**config.mk**
```make
export PLATFORM = sky130hd
export DESIGN_NAME = pmt_rx_word_packer
export DESIGN_NICKNAME = d
export VERILOG_FILES = /design/src/rtl/pmt_pack_pkg.sv /design/src/rtl/pmt_pack_slot.sv /design/src/rtl/pmt_rx_word_packer.sv
export SDC_FILE = /design/constraint.sdc
export NUM_CORES = 1
export LEC_CHECK = 0
export ABC_AREA = 1
export BUFFER_PORTS_ARGS = -buffer_cell sky130_fd_sc_hd__buf_4
export CAP_MARGIN = 0
export CORE_MARGIN = 2
export CORE_UTILIZATION = 45
export DETAILED_ROUTE_END_ITERATION = 12
export PLACE_DENSITY = 0.66
export SYNTH_ARGS = -nofsm -noshare
export SYNTH_HDL_FRONTEND = slang
export SYNTH_SLANG_ARGS = --single-unit
```
**constraint.sdc**
```tcl
create_clock -name aurora_clk_i -period 2.3 [get_ports aurora_clk_i]
set_clock_uncertainty 0.05 [all_clocks]
set_input_delay 0.115 -clock aurora_clk_i [delete_from_list [all_inputs] [get_ports aurora_clk_i]]
set_output_delay 0.115 -clock aurora_clk_i [all_outputs]
set_load 0.01 [all_outputs]
```
**src/rtl/pmt_pack_pkg.sv**
```systemverilog
// Shared types and widths for the PMT receive word packer.
package pmt_pack_pkg;

  localparam int unsigned DATA_W = 32;
  localparam int unsigned LANES  = 4;
  localparam int unsigned LANE_W = 2;
  localparam int unsigned WORD_W = DATA_W * LANES;
  localparam int unsigned CNT_W  = 32;
  localparam int unsigned DROP_W = 16;

  localparam logic [DROP_W-1:0] DROP_CNT_MAX = 16'hFFFF;

  typedef enum logic [1:0] {
    IDLE  = 2'd0,
    RUN   = 2'd1,
    PAD   = 2'd2,
    TRAIL = 2'd3
  } state_t;

  // Trailer layout, MSB first: [127:96] magic, [95:64] word count,
  // [63:48] reserved, [47:32] drop count, [31:0] frame index.
  typedef struct packed {
    logic [DATA_W-1:0] magic;
    logic [CNT_W-1:0]  word_cnt;
    logic [15:0]       rsvd;
    logic [DROP_W-1:0] drop_cnt;
    logic [CNT_W-1:0]  frame_idx;
  } trailer_t;

  function automatic logic [DROP_W-1:0] drop_add(input logic [DROP_W-1:0] cnt,
                                                 input logic [2:0] inc);
    logic [DROP_W:0] sum;
    sum = {1'b0, cnt} + (DROP_W+1)'(inc);
    return (sum > {1'b0, DROP_CNT_MAX}) ? DROP_CNT_MAX : sum[DROP_W-1:0];
  endfunction

endpackage

```
**src/rtl/pmt_pack_slot.sv**
```systemverilog
// Single-entry holding register between the packer and the DMA write FIFO.
module pmt_pack_slot
  import pmt_pack_pkg::*;
(
  input  logic              clk_i,
  input  logic              rst_i,
  input  logic              load_i,
  input  logic [WORD_W-1:0] load_data_i,
  input  logic              fifo_full_i,
  output logic              free_c,
  output logic              fifo_wr_en_o,
  output logic [WORD_W-1:0] fifo_wr_data_o
);

  logic              slot_vld;
  logic [WORD_W-1:0] slot_data;

  assign fifo_wr_en_o   = slot_vld & ~fifo_full_i;
  assign fifo_wr_data_o = slot_data;
  // A write draining the slot this cycle makes room for a same-cycle load.
  assign free_c         = ~slot_vld | fifo_wr_en_o;

  always_ff @(posedge clk_i) begin
    if (rst_i) begin
      slot_vld  <= 1'b0;
      slot_data <= '0;
    end else if (load_i && free_c) begin
      slot_vld  <= 1'b1;
      slot_data <= load_data_i;
    end else if (fifo_wr_en_o) begin
      slot_vld  <= 1'b0;
    end
  end

endmodule

```
**src/rtl/pmt_rx_word_packer.sv**
```systemverilog
// Packs the 32-bit Aurora receive stream into 128-bit DMA words, closing each
// frame with a padded partial word and a trailer carrying word/drop counts.
module pmt_rx_word_packer
  import pmt_pack_pkg::*;
#(
  parameter logic [31:0] PAD_WORD      = 32'h0000_0000,
  parameter logic [31:0] TRAILER_MAGIC = 32'hA5A5_5A5A
) (
  input  logic          aurora_clk_i,
  input  logic          aurora_rst_i,
  input  logic          pmt_aurora_rxen_i,
  input  logic [31:0]   pmt_aurora_rxdata_i,
  input  logic          pmt_rx_start_i,
  input  logic          pmt_rx_end_i,
  input  logic          fifo_full_i,
  output logic          fifo_wr_en_o,
  output logic [127:0]  fifo_wr_data_o,
  output logic          frame_busy_o,
  output logic          frame_done_o,
  output logic [31:0]   frame_word_cnt_o,
  output logic [15:0]   frame_drop_cnt_o,
  output logic          overflow_o
);

  state_t                             state, state_nxt;
  logic [LANE_W-1:0]                  lane_cnt, lane_cnt_nxt;
  logic [LANES-2:0][DATA_W-1:0]       part, part_nxt;
  logic [CNT_W-1:0]                   word_cnt, word_cnt_nxt;
  logic [DROP_W-1:0]                  drop_cnt, drop_cnt_nxt;
  logic                               overflow, overflow_nxt;
  logic [CNT_W-1:0]                   frame_idx, frame_idx_nxt;
  logic                               done, done_nxt;

  logic                               slot_free_c;
  logic                               slot_load_c;
  logic [WORD_W-1:0]                  slot_data_c;
  logic [WORD_W-1:0]                  pad_word_c;
  trailer_t                           trailer_c;

  pmt_pack_slot u_slot (
    .clk_i          (aurora_clk_i),
    .rst_i          (aurora_rst_i),
    .load_i         (slot_load_c),
    .load_data_i    (slot_data_c),
    .fifo_full_i    (fifo_full_i),
    .free_c         (slot_free_c),
    .fifo_wr_en_o   (fifo_wr_en_o),
    .fifo_wr_data_o (fifo_wr_data_o)
  );

  always_ff @(posedge aurora_clk_i) begin
    if (aurora_rst_i) begin
      state     <= IDLE;
      lane_cnt  <= '0;
      part      <= '0;
      word_cnt  <= '0;
      drop_cnt  <= '0;
      overflow  <= 1'b0;
      frame_idx <= '0;
      done      <= 1'b0;
    end else begin
      state     <= state_nxt;
      lane_cnt  <= lane_cnt_nxt;
      part      <= part_nxt;
      word_cnt  <= word_cnt_nxt;
      drop_cnt  <= drop_cnt_nxt;
      overflow  <= overflow_nxt;
      frame_idx <= frame_idx_nxt;
      done      <= done_nxt;
    end
  end

  // Closing words: lanes at or above the fill level carry the pad pattern.
  always_comb begin
    pad_word_c = '0;
    for (int i = 0; i < LANES - 1; i++) begin
      pad_word_c[i*DATA_W +: DATA_W] = (LANE_W'(i) < lane_cnt) ? part[i] : PAD_WORD;
    end
    pad_word_c[(LANES-1)*DATA_W +: DATA_W] = PAD_WORD;

    trailer_c           = '0;
    trailer_c.magic     = TRAILER_MAGIC;
    trailer_c.word_cnt  = word_cnt;
    trailer_c.drop_cnt  = drop_cnt;
    trailer_c.frame_idx = frame_idx;
  end

  always_comb begin
    state_nxt     = state;
    lane_cnt_nxt  = lane_cnt;
    part_nxt      = part;
    word_cnt_nxt  = word_cnt;
    drop_cnt_nxt  = drop_cnt;
    overflow_nxt  = overflow;
    frame_idx_nxt = frame_idx;
    done_nxt      = 1'b0;
    slot_load_c   = 1'b0;
    slot_data_c   = '0;

    if (pmt_rx_start_i) begin
      // Start overrides everything, including a coincident end.
      state_nxt    = RUN;
      lane_cnt_nxt = '0;
      part_nxt     = '0;
      word_cnt_nxt = '0;
      drop_cnt_nxt = '0;
      overflow_nxt = 1'b0;
      if (pmt_aurora_rxen_i) begin
        part_nxt[0]  = pmt_aurora_rxdata_i;
        lane_cnt_nxt = LANE_W'(1);
        word_cnt_nxt = CNT_W'(1);
      end
    end else begin
      case (state)
        IDLE: ;
        RUN: begin
          if (pmt_aurora_rxen_i) begin
            lane_cnt_nxt = lane_cnt + LANE_W'(1);
            word_cnt_nxt = word_cnt + CNT_W'(1);
            if (lane_cnt == LANE_W'(LANES - 1)) begin
              if (slot_free_c) begin
                slot_load_c = 1'b1;
                slot_data_c = {pmt_aurora_rxdata_i, part};
              end else begin
                drop_cnt_nxt = drop_add(drop_cnt, 3'd4);
                overflow_nxt = 1'b1;
              end
            end else begin
              for (int i = 0; i < LANES - 1; i++) begin
                if (lane_cnt == LANE_W'(i)) part_nxt[i] = pmt_aurora_rxdata_i;
              end
            end
          end
          if (pmt_rx_end_i) state_nxt = (lane_cnt_nxt != '0) ? PAD : TRAIL;
        end
        PAD: begin
          if (slot_free_c) begin
            slot_load_c = 1'b1;
            slot_data_c = pad_word_c;
            state_nxt   = TRAIL;
          end
        end
        TRAIL: begin
          if (slot_free_c) begin
            slot_load_c   = 1'b1;
            slot_data_c   = trailer_c;
            frame_idx_nxt = frame_idx + CNT_W'(1);
            done_nxt      = 1'b1;
            state_nxt     = IDLE;
          end
        end
        default: state_nxt = IDLE;
      endcase

      // Words arriving while the frame is being closed cannot be accepted.
      if (pmt_aurora_rxen_i && (state == PAD || state == TRAIL)) begin
        drop_cnt_nxt = drop_add(drop_cnt, 3'd1);
        overflow_nxt = 1'b1;
      end
    end
  end

  assign frame_busy_o     = (state != IDLE);
  assign frame_done_o     = done;
  assign frame_word_cnt_o = word_cnt;
  assign frame_drop_cnt_o = drop_cnt;
  assign overflow_o       = overflow;

endmodule

```
==> results of run 1 <==
sequential cells by signal, indices dropped and copies added (netlist names):
name                   cells
frame_done_o               1
frame_drop_cnt_o          16
frame_idx                 32
frame_word_cnt_o          32
lane_cnt                   2
overflow_o                 1
part                      96
state                      2
u_slot.fifo_wr_data_o    128
u_slot.slot_vld            1
per-layer routing:
metal | up-vias | track usage, % | wire, um
li1 | 7137 | - | -
met1 | 6759 | 42.21 | 22180
met2 | 590 | 43.51 | 21090
met3 | 93 | 6.799 | 4446
met4 | 0 | 10.24 | 1622
met5 | - | 0 | 0
cells by family after synthesis:
logic type                 Yosys count
and+or+nand+nor                    798
adders and majority gates           11
AOI/OAI and AO/OA                  532
buffers and inverters              350
xor gates and xnor gates            19
DFF                                311
what timing repair did:
action,4_1_cts,5_1_grt
cloned,0,0
setup endpoints to repair,14,63
pin swaps,0,8
hold endpoints to repair,114,1
hold buffers,35,1
buffers inserted,0,4
gates resized for setup,3,34
worst max path at each step:
stage,startpoint,endpoint,cells after the start
6_report,frame_drop_cnt_o[2],frame_drop_cnt_o[13],14
5_1_grt,frame_drop_cnt_o[2],frame_drop_cnt_o[12],14
4_1_cts,frame_drop_cnt_o[2],frame_drop_cnt_o[13],14
3_5_place_dp,frame_drop_cnt_o[0],frame_drop_cnt_o[13],14
3_3_place_gp,frame_drop_cnt_o[0],frame_drop_cnt_o[3],14
2_1_floorplan,frame_drop_cnt_o[0],frame_drop_cnt_o[11],14
critical path, stage by stage, from the launching register on:
cell and delay, ns:
dfxtp_2 0.36, buf_6 0.15, clkinvlp_4 0.20, nand2_1 0.15, nand2_1 0.11, nor2_1 0.11
nand3_1 0.08, nor2_2 0.15, nand3_1 0.10, nor2_1 0.14, nand2_1 0.11, buf_6 0.16
nand3_1 0.07, nand2_1 0.06, a21oi_1 0.15
per-stage QoR:
| stage | setup WS (ns) | hold slack (ns) | setup TNS [ns] | area, um2 | std cells |
|---|---|---|---|---|---|
| after global routing | -0.05120 | 0.1236 | -0.07347 | 18070 | 2690 |
| after floorplan | 0.2746 | 0.2082 | 0 | 14160 | 2021 |
| after CTS | 0.004715 | 0.007971 | 0 | 17900 | 2684 |
| after global placement | -0.01882 | 0.3478 | -0.1105 | 16420 | 2588 |
| after detailed placement | -0.05726 | 0.3531 | -0.4358 | 16420 | 2588 |
| final | 0.06685 | 0.1105 | 0 | 18080 | 2691 |
cell usage in the layout, fill, tap and decap left out, types with 8 or more instances in the layout:
cell type	instances
nor2_2	13
inv_1	231
nand4_1	35
nor2_4	12
nand2_1	479
clkbuf_8	10
a21oi_1	275
buf_4	271
o21ai_0	177
buf_12	8
clkbuf_16	36
o22ai_1	49
nor2_1	94
xor2_1	16
dlygate4sd3_1	36
a211oi_1	11
nand2_2	10
ha_1	8
dfxtp_1	305
nor3_1	32
nand3_1	97
power by group through the flow:
stage / logic, W / clock network, W / registers [W]
after floorplan: 0.000328 / 0 / 0.00560
after global placement: 0.000579 / 0 / 0.00561
after detailed placement: 0.000587 / 0 / 0.00561
after CTS: 0.000640 / 0.00552 / 0.00549
after global routing: 0.000705 / 0.00578 / 0.00550
final: 0.000651 / 0.00546 / 0.00549
cell type report:
class                   count  area, um2  area share [%]
repair buffers            319       2600           14.38
diodes                      2      5.005         0.02769
well taps                 396      495.5           2.741
clock buffers              53       1065           5.890
multi-input cells        1360       6698           37.05
flip-flops and latches    311       6233           34.48
inverters                 242      915.9           5.067
clock inverters             8      63.81          0.3530
==> metrics.md, run 1 <==
| Metric | Value |
|---|---|
| Vias per cell | `5.418` |
| Hold path depth | `4` |
| Root Driver | `clkbuf_16` |
| Inserted Clock Buffers | `35` |
| Reg2reg start | `frame_drop_cnt_o[2]` |
| P_leak | `7.002 nW` |
| Slew of the pin with the lowest slew margin | `0.9152 ns` |
| Initial Util | `45.94%` |
| Reg clk slew, reported paths | `0.06 ns` |
| Post-Syn Area | `0.01416 mm2` |
| DIE HEIGHT | `181.4 um` |
| Synth top area share | `43.96%` |
| Vias in the first global route | `13702` |
| Filler cells | `2885` |
| RePlAce Congestion | `0.8848` |
| Share of cells above drive strength 1 | `17.84%` |
| Post-DR wirelength/cell | `18.34 um` |
| H-tree Lvls | `2` |
| Syn Area/Cell | `7.008 um2` |
| Synth Area in Simple Gates | `24.48%` |
| FMAX | `447.8 MHz` |
| Clock latency at the later pin of the worst-skew pair | `0.51 ns` |
| Net Sw Frac | `23.64%` |
| Worst R2R Setup Slack | `0.07 ns` |
| Initial antenna violation count | `2` |
| Max Cap Viol | `0` |
| Most frequent cell after synthesis | `nand2_1` |
| Fin crit period | `2.233 ns` |
| Crit path arrival time | `2.62 ns` |
| Internal power | `0.008865 W` |
| Run status | `complete, no violations` |
| Final HPWL DP | `35210 um` |
| Clk network pwr share | `47.1%` |
| FP Rows | `64` |
| Sink Count | `311` |
| Tot Pwr | `0.01161 W` |
| Largest net degree at the start of global routing | `85` |
| Worst hold endpoint | `part[5]` |
| Cells after Synth | `2021` |
| Top_reg_cell synth | `dfxtp_1` |
| FF-to-FF path depth | `14` |
| Drt first pass iters | `5` |
| Die footprint | `0.03291 mm2` |
| Crit. End Element | `flip-flop` |
| Sw Pwr | `0.002744 W` |
| Synth Area in Compound Gates | `19.74%` |
| Die width | `181.4 um` |
| Core area | `0.03083 mm2` |
| Routed wire length | `49340 um` |
| RR Endpoint | `frame_drop_cnt_o[13]` |
| Overall Global Routing Usage | `29.49%` |
| #FFs+latches synth | `311` |
| Clk buf depth | `3` |
| Final Hold Vio Count | `0` |
| Final nets | `2318` |
| Synth top cells by count | `nand2_1, dfxtp_1, a21oi_1` |
| Final Util | `58.63%` |
| Comb power frac | `5.6%` |
| Largest family of logic cells by synthesized area | `simple AND/OR/NAND/NOR gates` |
| Ys async rst share | `0%` |
| Mux cell area share after synthesis | `0%` |
| Post-DRT Antenna Nets | `0` |
| Maximum VDD drop | `0.4673 mV` |
| Synth top area cells | `dfxtp_1, nand2_1, a21oi_1` |
| Sequential Power Share | `47.3%` |
| DR iter-0 viols | `1512` |
| Synth warnings | `0` |
| Num ports | `218` |
| First-pass GRT wire length | `77150 um` |
| Hold Path Class | `primary input to flip-flop` |
| Via count | `14579` |
| XOR/XNOR share of the synthesized area | `1.175%` |
| Post-synth EDFFs | `0` |
| Final Max Slew Viols | `0` |
| RSZ-0062 raised after global routing | `yes` |
| Pwr dens | `642.2 mW/mm2` |
| Tcrit/Tclk final | `97.09%` |
| Maximum fanout along the worst path | `9` |
| Register area share after synthesis | `43.96%` |
| Worst EP required | `2.68 ns` |
| Worst setup SP type | `flip-flop` |
| Port bufs | `217` |
| Synth cell types | `43` |
| Final Setup Violations | `0` |
| Post-synth top area cell | `dfxtp_1` |
| Critical path type | `flip-flop to flip-flop` |
| Residual DRC count | `0` |
| Mapped Nets | `2070` |
| Hold_sp | `aurora_rst_i` |
| Total grt overflow | `0` |
| CTS tree | `done` |
| Slew headroom | `38.99%` |
| Area Growth Syn to Fin | `27.62%` |
| Adder-cell area share of the yosys netlist | `0.9717%` |
Note: power is estimated with default switching activity, not from simulation.
==> run 2: changes to the inputs <==
--- a/config.mk
+++ b/config.mk
@@ -10,6 +10,7 @@
 export CAP_MARGIN = 0
 export CORE_MARGIN = 2
 export CORE_UTILIZATION = 45
+export CTS_CLUSTER_SIZE = 24
 export DETAILED_ROUTE_END_ITERATION = 12
 export PLACE_DENSITY = 0.66
 export SYNTH_ARGS = -nofsm -noshare
==> constraint.sdc (replaced) <==
create_clock -name aurora_clk_i -period 2.3 [get_ports aurora_clk_i]
set_clock_uncertainty 0.05 [all_clocks]
set_input_delay 0.115 -clock aurora_clk_i [delete_from_list [all_inputs] [get_ports aurora_clk_i]]
set_output_delay 0.115 -clock aurora_clk_i [all_outputs]
set_load 0.05 [all_outputs]
==> run 2 against run 1 <==
Effect of this change:
- fmax rose by 2.5%
- power is 1.3% higher
- wire length fell by 0.99%
==> metrics.md, run 2 (synthesis gave the netlist of run 1 again) <==
| Metric | Value |
|---|---|
| Run status | `complete, no violations` |
| Crit path arrival time | `2.53 ns` |
| Fin crit period | `2.178 ns` |
| Crit. End Element | `flip-flop` |
| Slew headroom | `36.78%` |
| Largest net degree at the start of global routing | `96` |
| Hold Path Class | `primary input to flip-flop` |
| Post-DR wirelength/cell | `18.18 um` |
| TNS Setup | `0 ns` |
| Sink Count | `311` |
| Placed cell areas | `0.01647 mm2` |
| Root Driver | `clkbuf_16` |
| Clk buf depth | `3` |
| Share of cells above drive strength 1 | `17.11%` |
| Maximum VDD drop | `0.4377 mV` |
| Worst setup SP type | `flip-flop` |
| Layout Cells excl Fill | `2687` |
| Port bufs | `217` |
| Tcrit/Tclk final | `94.69%` |
| CTS tree | `done` |
| DR iter-0 viols | `1456` |
| Area Growth Syn to Fin | `27.23%` |
| Cells after DPL | `2589` |
| Residual DRC count | `0` |
| Inserted Clock Buffers | `35` |
| Num ports | `218` |
| Via count | `14568` |
| Final Hold Vio Count | `0` |
| Die footprint | `0.03291 mm2` |
| Overall Global Routing Usage | `28.77%` |
| RSZ-0062 raised after global routing | `yes` |
| H-tree Lvls | `2` |
| Clock latency at the later pin of the worst-skew pair | `0.53 ns` |
| Vias in the first global route | `13293` |
| Routed wire length | `48860 um` |
| Antenna fix cells | `0` |
| First-pass GRT wire length | `75440 um` |
| Pwr dens | `652.6 mW/mm2` |
| Vias per cell | `5.422` |
| Final Max Slew Viols | `0` |
| Initial Util | `45.94%` |
| Worst Hold Slack | `0.1220 ns` |
| Max Cap Viol | `0` |
| FMAX | `459.2 MHz` |
| Die width | `181.4 um` |
| Final HPWL DP | `34390 um` |
| P_leak | `6.998 nW` |
| FP Rows | `64` |
| Final nets | `2316` |
| RePlAce Congestion | `0.9127` |
| DIE HEIGHT | `181.4 um` |
| Slew of the pin with the lowest slew margin | `0.9482 ns` |
| Most frequent cells in the layout | `nand2_1, dfxtp_1, a21oi_1, buf_4, inv_1` |
| Fin area | `0.01802 mm2` |
| Post-DRT Antenna Nets | `0` |
| Most common cell after layout, fill and taps aside | `nand2_1` |
| Core area | `0.03083 mm2` |
| Reg clk slew, reported paths | `0.06 ns` |
| Critical path type | `flip-flop to flip-flop` |
| Final Setup Violations | `0` |
| Drt first pass iters | `6` |
| Total grt overflow | `0` |
| Initial antenna violation count | `1` |
| Worst EP required | `2.65 ns` |
| Largest register FFs | `128` |
| Maximum fanout along the worst path | `8` |
[run 2: changes by cell type in the layout (fill, tap and decap cells not counted), sizes merged]
cell | previous run | this run
diode | 2 | 0
clkinvlp | 3 | 1
buf | 283 | 281
clkbuf | 53 | 50
bufinv | 0 | 2
inv | 238 | 239
clkinv | 9 | 11
[run 2: per-layer routing]
| metal | up-vias | track usage [%] | wire length, um |
|---|---|---|---|
| li1 | 7140 | - | - |
| met1 | 6749 | 42.54 | 23010 |
| met2 | 611 | 43.71 | 21020 |
| met3 | 66 | 4.051 | 3647 |
| met4 | 2 | 7.967 | 1156 |
| met5 | - | 0 | 13 |
[run 2: worst paths after layout]
check | from | end | slack (ns) | depth (start not counted)
setup / recovery | frame_drop_cnt_o[10] | frame_drop_cnt_o[0] | 0.12 | 11
hold / removal | fifo_full_i | u_slot.slot_vld | 0.12 | 4
setup reg to reg | frame_drop_cnt_o[10] | frame_drop_cnt_o[0] | 0.12 | 11
hold reg to reg | part[95] | part[95] | 0.40 | 2
[run 2: timing repair]
item / in CTS / in global routing
pin swaps: 0 / 1
endpoints found under the setup margin: 3 / 16
resized for setup: 1 / 12
setup buffers: 0 / 1
hold buffers: 36 / 0
endpoints found under the hold margin: 113 / 0
[run 2: through the flow]
| stage | worst slack [ns] | power, W | util [%] |
|---|---|---|---|
| after CTS | 0.1310 | 0.01183 | 58.28 |
| after global placement | 0.01041 | 0.006227 | 53.41 |
| final | 0.1221 | 0.01176 | 58.45 |
| after global routing | -0.01036 | 0.01210 | 58.45 |
| after detailed placement | 0.003067 | 0.006230 | 53.41 |
| after floorplan | 0.02843 | 0.005958 | - |
[run 2: power breakdown]
part / internal (W) / leakage (nW) / switching [W]
Combinational: 0.000213 / 3.93 / 0.000472
Clock: 0.00326 / 0.557 / 0.00232
Sequential: 0.00545 / 2.51 / 0.0000438
[run 2: final cells by class]
cell class / count / area [um2]
fillers: 2890 / 12810
well taps: 396 / 495.5
flip-flops and latches: 311 / 6236
clock inverters: 11 / 145.1
multi-input cells: 1360 / 6635
inverters: 242 / 909.6
repair buffers: 317 / 2608
clock buffers: 50 / 992.2
[run 2: critical path: stages (launching register included)]
cell	delay, ns
dfxtp_1	0.52
nand2_1	0.12
nor2_1	0.28
nand3_1	0.18
nor2_1	0.12
nand2_1	0.07
nand3_1	0.13
nor2_1	0.07
nand2_1	0.06
nand2_1	0.05
nor3_1	0.30
nor2_1	0.10
